===== src/rtl/serial_adder.sv =====
// Multi-cycle adder/subtractor: processes WIDTH-bit operands LSB-first through a
// BITS_PER_CYCLE-wide ripple slice, with start/busy/done handshake and overflow flag.
module serial_adder #(
  parameter int WIDTH          = 8,
  parameter int BITS_PER_CYCLE = 1
) (
  input  logic             clk,
  input  logic             rst_n,
  input  logic             start,
  input  logic [WIDTH-1:0] a,
  input  logic [WIDTH-1:0] b,
  input  logic             cin,
  input  logic             sub,
  output logic             busy,
  output logic             done,
  output logic [WIDTH-1:0] sum,
  output logic             cout,
  output logic             ovf
);

  localparam int STEPS = WIDTH / BITS_PER_CYCLE;
  localparam int CW    = $clog2(STEPS + 1);
  localparam logic [CW-1:0] LAST_STEP = CW'(STEPS - 1);

  generate
    if (WIDTH < 2 || BITS_PER_CYCLE < 1 || (WIDTH % BITS_PER_CYCLE) != 0) begin : g_bad_params
      $error("serial_adder: BITS_PER_CYCLE must divide WIDTH and WIDTH must be >= 2");
    end
  endgenerate

  typedef enum logic {IDLE, RUN} state_e;

  state_e             state_q, state_d;
  logic [WIDTH-1:0]   a_q, a_d;
  logic [WIDTH-1:0]   b_q, b_d;
  logic [WIDTH-1:0]   res_q, res_d;
  logic               carry_q, carry_d;
  logic [CW-1:0]      step_q, step_d;
  logic               busy_q, busy_d;
  logic               done_q, done_d;
  logic [WIDTH-1:0]   sum_q, sum_d;
  logic               cout_q, cout_d;
  logic               ovf_q, ovf_d;

  logic [BITS_PER_CYCLE-1:0] slice_sum;
  logic                      slice_cout;
  logic                      slice_cmsb;
  logic                      ripple;

  // slice_cmsb is the carry entering the slice's top bit; on the last step that
  // is the carry into bit WIDTH-1, needed for the signed-overflow flag.
  always_comb begin
    ripple     = carry_q;
    slice_sum  = '0;
    slice_cmsb = 1'b0;
    for (int i = 0; i < BITS_PER_CYCLE; i++) begin
      if (i == BITS_PER_CYCLE - 1) slice_cmsb = ripple;
      slice_sum[i] = a_q[i] ^ b_q[i] ^ ripple;
      ripple       = (a_q[i] & b_q[i]) | (ripple & (a_q[i] ^ b_q[i]));
    end
    slice_cout = ripple;
  end

  always_comb begin
    state_d = state_q;
    a_d     = a_q;
    b_d     = b_q;
    res_d   = res_q;
    carry_d = carry_q;
    step_d  = step_q;
    busy_d  = busy_q;
    done_d  = 1'b0;
    sum_d   = sum_q;
    cout_d  = cout_q;
    ovf_d   = ovf_q;
    case (state_q)
      IDLE: begin
        if (start) begin
          a_d     = a;
          b_d     = sub ? ~b : b;
          carry_d = sub ? 1'b1 : cin;
          step_d  = '0;
          state_d = RUN;
          busy_d  = 1'b1;
        end
      end
      RUN: begin
        a_d     = a_q >> BITS_PER_CYCLE;
        b_d     = b_q >> BITS_PER_CYCLE;
        res_d   = WIDTH'({slice_sum, res_q} >> BITS_PER_CYCLE);
        carry_d = slice_cout;
        step_d  = step_q + CW'(1);
        if (step_q == LAST_STEP) begin
          state_d = IDLE;
          busy_d  = 1'b0;
          done_d  = 1'b1;
          sum_d   = res_d;
          cout_d  = slice_cout;
          ovf_d   = slice_cmsb ^ slice_cout;
        end
      end
      default: state_d = IDLE;
    endcase
  end

  always_ff @(posedge clk or negedge rst_n) begin
    if (!rst_n) begin
      state_q <= IDLE;
      a_q     <= '0;
      b_q     <= '0;
      res_q   <= '0;
      carry_q <= 1'b0;
      step_q  <= '0;
      busy_q  <= 1'b0;
      done_q  <= 1'b0;
      sum_q   <= '0;
      cout_q  <= 1'b0;
      ovf_q   <= 1'b0;
    end else begin
      state_q <= state_d;
      a_q     <= a_d;
      b_q     <= b_d;
      res_q   <= res_d;
      carry_q <= carry_d;
      step_q  <= step_d;
      busy_q  <= busy_d;
      done_q  <= done_d;
      sum_q   <= sum_d;
      cout_q  <= cout_d;
      ovf_q   <= ovf_d;
    end
  end

  assign busy = busy_q;
  assign done = done_q;
  assign sum  = sum_q;
  assign cout = cout_q;
  assign ovf  = ovf_q;

endmodule


===== config.mk =====
export PLATFORM = sky130hd
export DESIGN_NAME = serial_adder
export DESIGN_NICKNAME = d
export VERILOG_FILES = /design/src/rtl/serial_adder.sv
export SDC_FILE = /design/constraint.sdc
export NUM_CORES = 1
export LEC_CHECK = 0
export ABC_AREA = 1
export BUFFER_PORTS_ARGS = -buffer_cell sky130_fd_sc_hd__clkbuf_2
export CORE_ASPECT_RATIO = 1.75
export CORE_MARGIN = 8
export CORE_UTILIZATION = 55
export DETAILED_ROUTE_END_ITERATION = 7
export GPL_ROUTABILITY_DRIVEN = 0
export GPL_TIMING_DRIVEN = 0
export MAX_ROUTING_LAYER = met4
export PLACE_DENSITY = 0.79
export RECOVER_POWER = 100
export SYNTH_ARGS = -nofsm -noshare
export SYNTH_HDL_FRONTEND = slang
export SYNTH_SLANG_ARGS = --single-unit

===== constraint.sdc =====
create_clock -name clk -period 2.8 [get_ports clk]
set_clock_uncertainty 0.2 [all_clocks]
set_input_delay 0 -clock clk [delete_from_list [all_inputs] [get_ports clk]]
set_output_delay 0 -clock clk [all_outputs]
set_load 0.05 [all_outputs]

==> flow_summary.toml <==
[logic_synthesis]
synth_xor_area_frac = 0
ys_ff_latch = 41
synth_top_family_by_area = "simple AND/OR/NAND/NOR gates"
postSynthCellCount = 247
synth-compound-area-share = 0.0236
synth_warnings = 0
yosysUniqueCellTypes = 17
synthAdderAreaFrac = 0.0171
synthMuxAreaShare = 0
synthSimpleGateAreaFrac = 0.336
syn_area_sq_um = 1910
syn_nets = 270
syn_area_per_cell_sq_um = 7.71
ys_seq_area_frac = 0.538

[floorplan]
die_h_um = 93.9
dieArea_sq_um = 5680
ioPinCount = 33
die_width_um = 60.5
coreArea_sq_um = 3360
rows = 28
start_util = 0.567

[timing]
fin_crit_ns = 2.11
whs_ns = 0.134
setup_viol = 0
hold_violations = 0
setup_tns_ns = 0
drv_slew = 0
fin_ws_ns = 0.689
worst_slew_pin_slew_ns = 1.02
fin_crit_sh = 0.754
fmax_mhz = 474
relSlewSlack = 0.322
rsz0062_at_grt = "false"

[final_layout]
utilization = 0.753
regArea_sq_um = 1030
syn_to_final_growth_pct = 33.0
drive_gt1_frac = 0.0997
layoutNonFillerInstCount = 366
multiInputGateArea_sq_um = 703
num-fill-cells = 254
finalNetCount = 343
diodes = 0

[min_path]
hold_path.class = "primary input to register"
worstHoldStart = "sub"

[power_and_ir_drop]
irDropWorstVdd_mv = 0.623
p_sw_uw = 1040
intPower_uw = 1430
p_leak_uw = 0.00143
switching_share = 0.420
pwr-share-seq = 0.389
p_per_area_nw_per_um2 = 973
power_frac_comb = 0.411
p_clk_frac = 0.200

[detailed_routing]
initialDrtViolationCount = 57
wl_met2_um = 2680
route.met3.wl_um = 228
drt-met1-wl_um = 1760
drc = 0
routed-via-count = 1781
vias_per_cell = 4.87
drt_wl_total_um = 4750
wire_per_inst_um = 13.0
antenna_left = 0
drt_first_pass_iters = 4
top_layer_used = "met4"

[run_status]
status = "completed"

[global_route]
grt_usage = 0.194
overflow = 0
grt_pass1_vias = 1895
grt_pass1_wl_um = 8220
antenna_found_initial = 0
grt_start_max_net_pins = 42

[cts]
clk_pin_slew_ns = 0.07
post_cts_buffers = 0
htreeDepth = 2
worstSkewPairLatency_ns = 0.30
cts_tree = "built"
cts_buffers = 5
cts_hold_buf = 35
cts_buffer_depth = 2
cts-root-buf = "clkbuf_8"
clock_sinks = 41
cts-resized-gates = 0

[setup_path]
crit_end = "b_q[0]"
setup.worst_path.start = "b[0]"
worstPathRequired_ns = 2.78
rr_endpoint = "b_q[0]"
crit_arrival_ns = 2.09
regToRegStartpoint = "state_q"
start_kind = "primary input"
path_class = "primary input to register"
critPathMaxFanout = 2
r2r_cells = 6
worstSetupEndpointType = "register"
rrSetupSlack_ns = 0.74

[placement]
io_buffer_count = 31
dp_hpwl_um = 2770
dp_worst_setup_slack_ns = 1.35
place_inst = 323

[run]
cap_violations = 0
## cells in the final DEF (no fill, tap or decap)
master,count
nand2_1,143
dfrtp_1,41
dlygate4sd3_1,35
inv_1,24
clkbuf_2,19
clkbuf_1,17
nand3_1,11
a21oi_1,8
nor2_1,6
clkbuf_8,6
buf_2,2
buf_4,1
inv_2,1
nor2_4,1
buf_6,1
clkinv_1,1
o21ai_0,1
fa_1,1
ha_1,1
bufinv_16,1
## metal layers
metal / GRT usage / up-vias
met5: - / -
met1: 0.189 / 849
met2: 0.359 / 45
met3: 0.0316 / 7
li1: - / 880
met4: 0.0744 / 0
## worst max-delay path: stages
cell and delay [ns]:
dlygate4sd3_1 0.53, clkbuf_2 0.12, inv_1 0.05, nand2_1 0.06, nand2_1 0.06, dlygate4sd3_1 0.56
nand2_1 0.08, nand2_1 0.06, dlygate4sd3_1 0.56
## through the flow
step / total power [uW] / area (sq um)
2_1_floorplan: 1720 / 1910
3_3_place_gp: 1930 / 2120
3_5_place_dp: 1970 / 2120
4_1_cts: 2530 / 2580
5_1_grt: 2650 / 2530
6_report: 2460 / 2530
## state kept, by name, indices dropped and copies added (netlist names)
register  cells
a_q           8
b_q           8
sum           8
res_q         7
step_q        4
busy          1
carry_q       1
cout          1
done          1
ovf           1
state_q       1
## layout make-up
| cell class | count | share of cell area |
|---|---|---|
| Buffer | 8 | 0.0173 |
| Clock buffer | 7 | 0.0341 |
| Clock inverter | 1 | 0.0119 |
| Inverter | 26 | 0.0385 |
| Multi-Input combinational cell | 172 | 0.278 |
| Sequential cell | 41 | 0.405 |
| Tap cell | 45 | 0.0222 |
| Timing Repair Buffer | 66 | 0.194 |
## power by group through the flow
stage	registers [uW]	clock network [uW]	logic, uW
3_5_place_dp	972	0	1000
2_1_floorplan	1160	0	557
6_report	958	494	1010
3_3_place_gp	961	0	969
5_1_grt	989	519	1140
4_1_cts	961	494	1070
## worst min path at each step
stage	to	slack (ns)	depth (start not counted)
finish	b_q[7]	0.13	5
global route	b_q[7]	0.20	5
CTS	b_q[7]	0.06	5
detailed placement	a_q[7]	-0.0005	3
global placement	a_q[7]	-0.006	3
floorplan	a_q[0]	-0.50	0
## synthesized netlist by cell type
master	number	area, sq um
nand2_1	141	529
nor2_4	2	22.5
nand2_2	2	12.5
dfrtp_1	41	1030
inv_2	2	7.51
nor2_1	4	15.0
nor2_2	1	6.26
a21oi_1	8	40.0
buf_4	2	15.0
buf_2	3	15.0
o21ai_1	1	5.00
ha_1	1	12.5
fa_1	1	20.0
buf_6	3	33.8
nand3_1	11	55.1
clkinv_1	1	3.75
inv_1	23	86.3
## logic make-up after synthesis
group,after synthesis
and+or+nand+nor,161
buffers and inverters,34
AOI/OAI and AO/OA,9
adders and majority gates,2
DFF,41
Power figures use the tool's default switching activity.
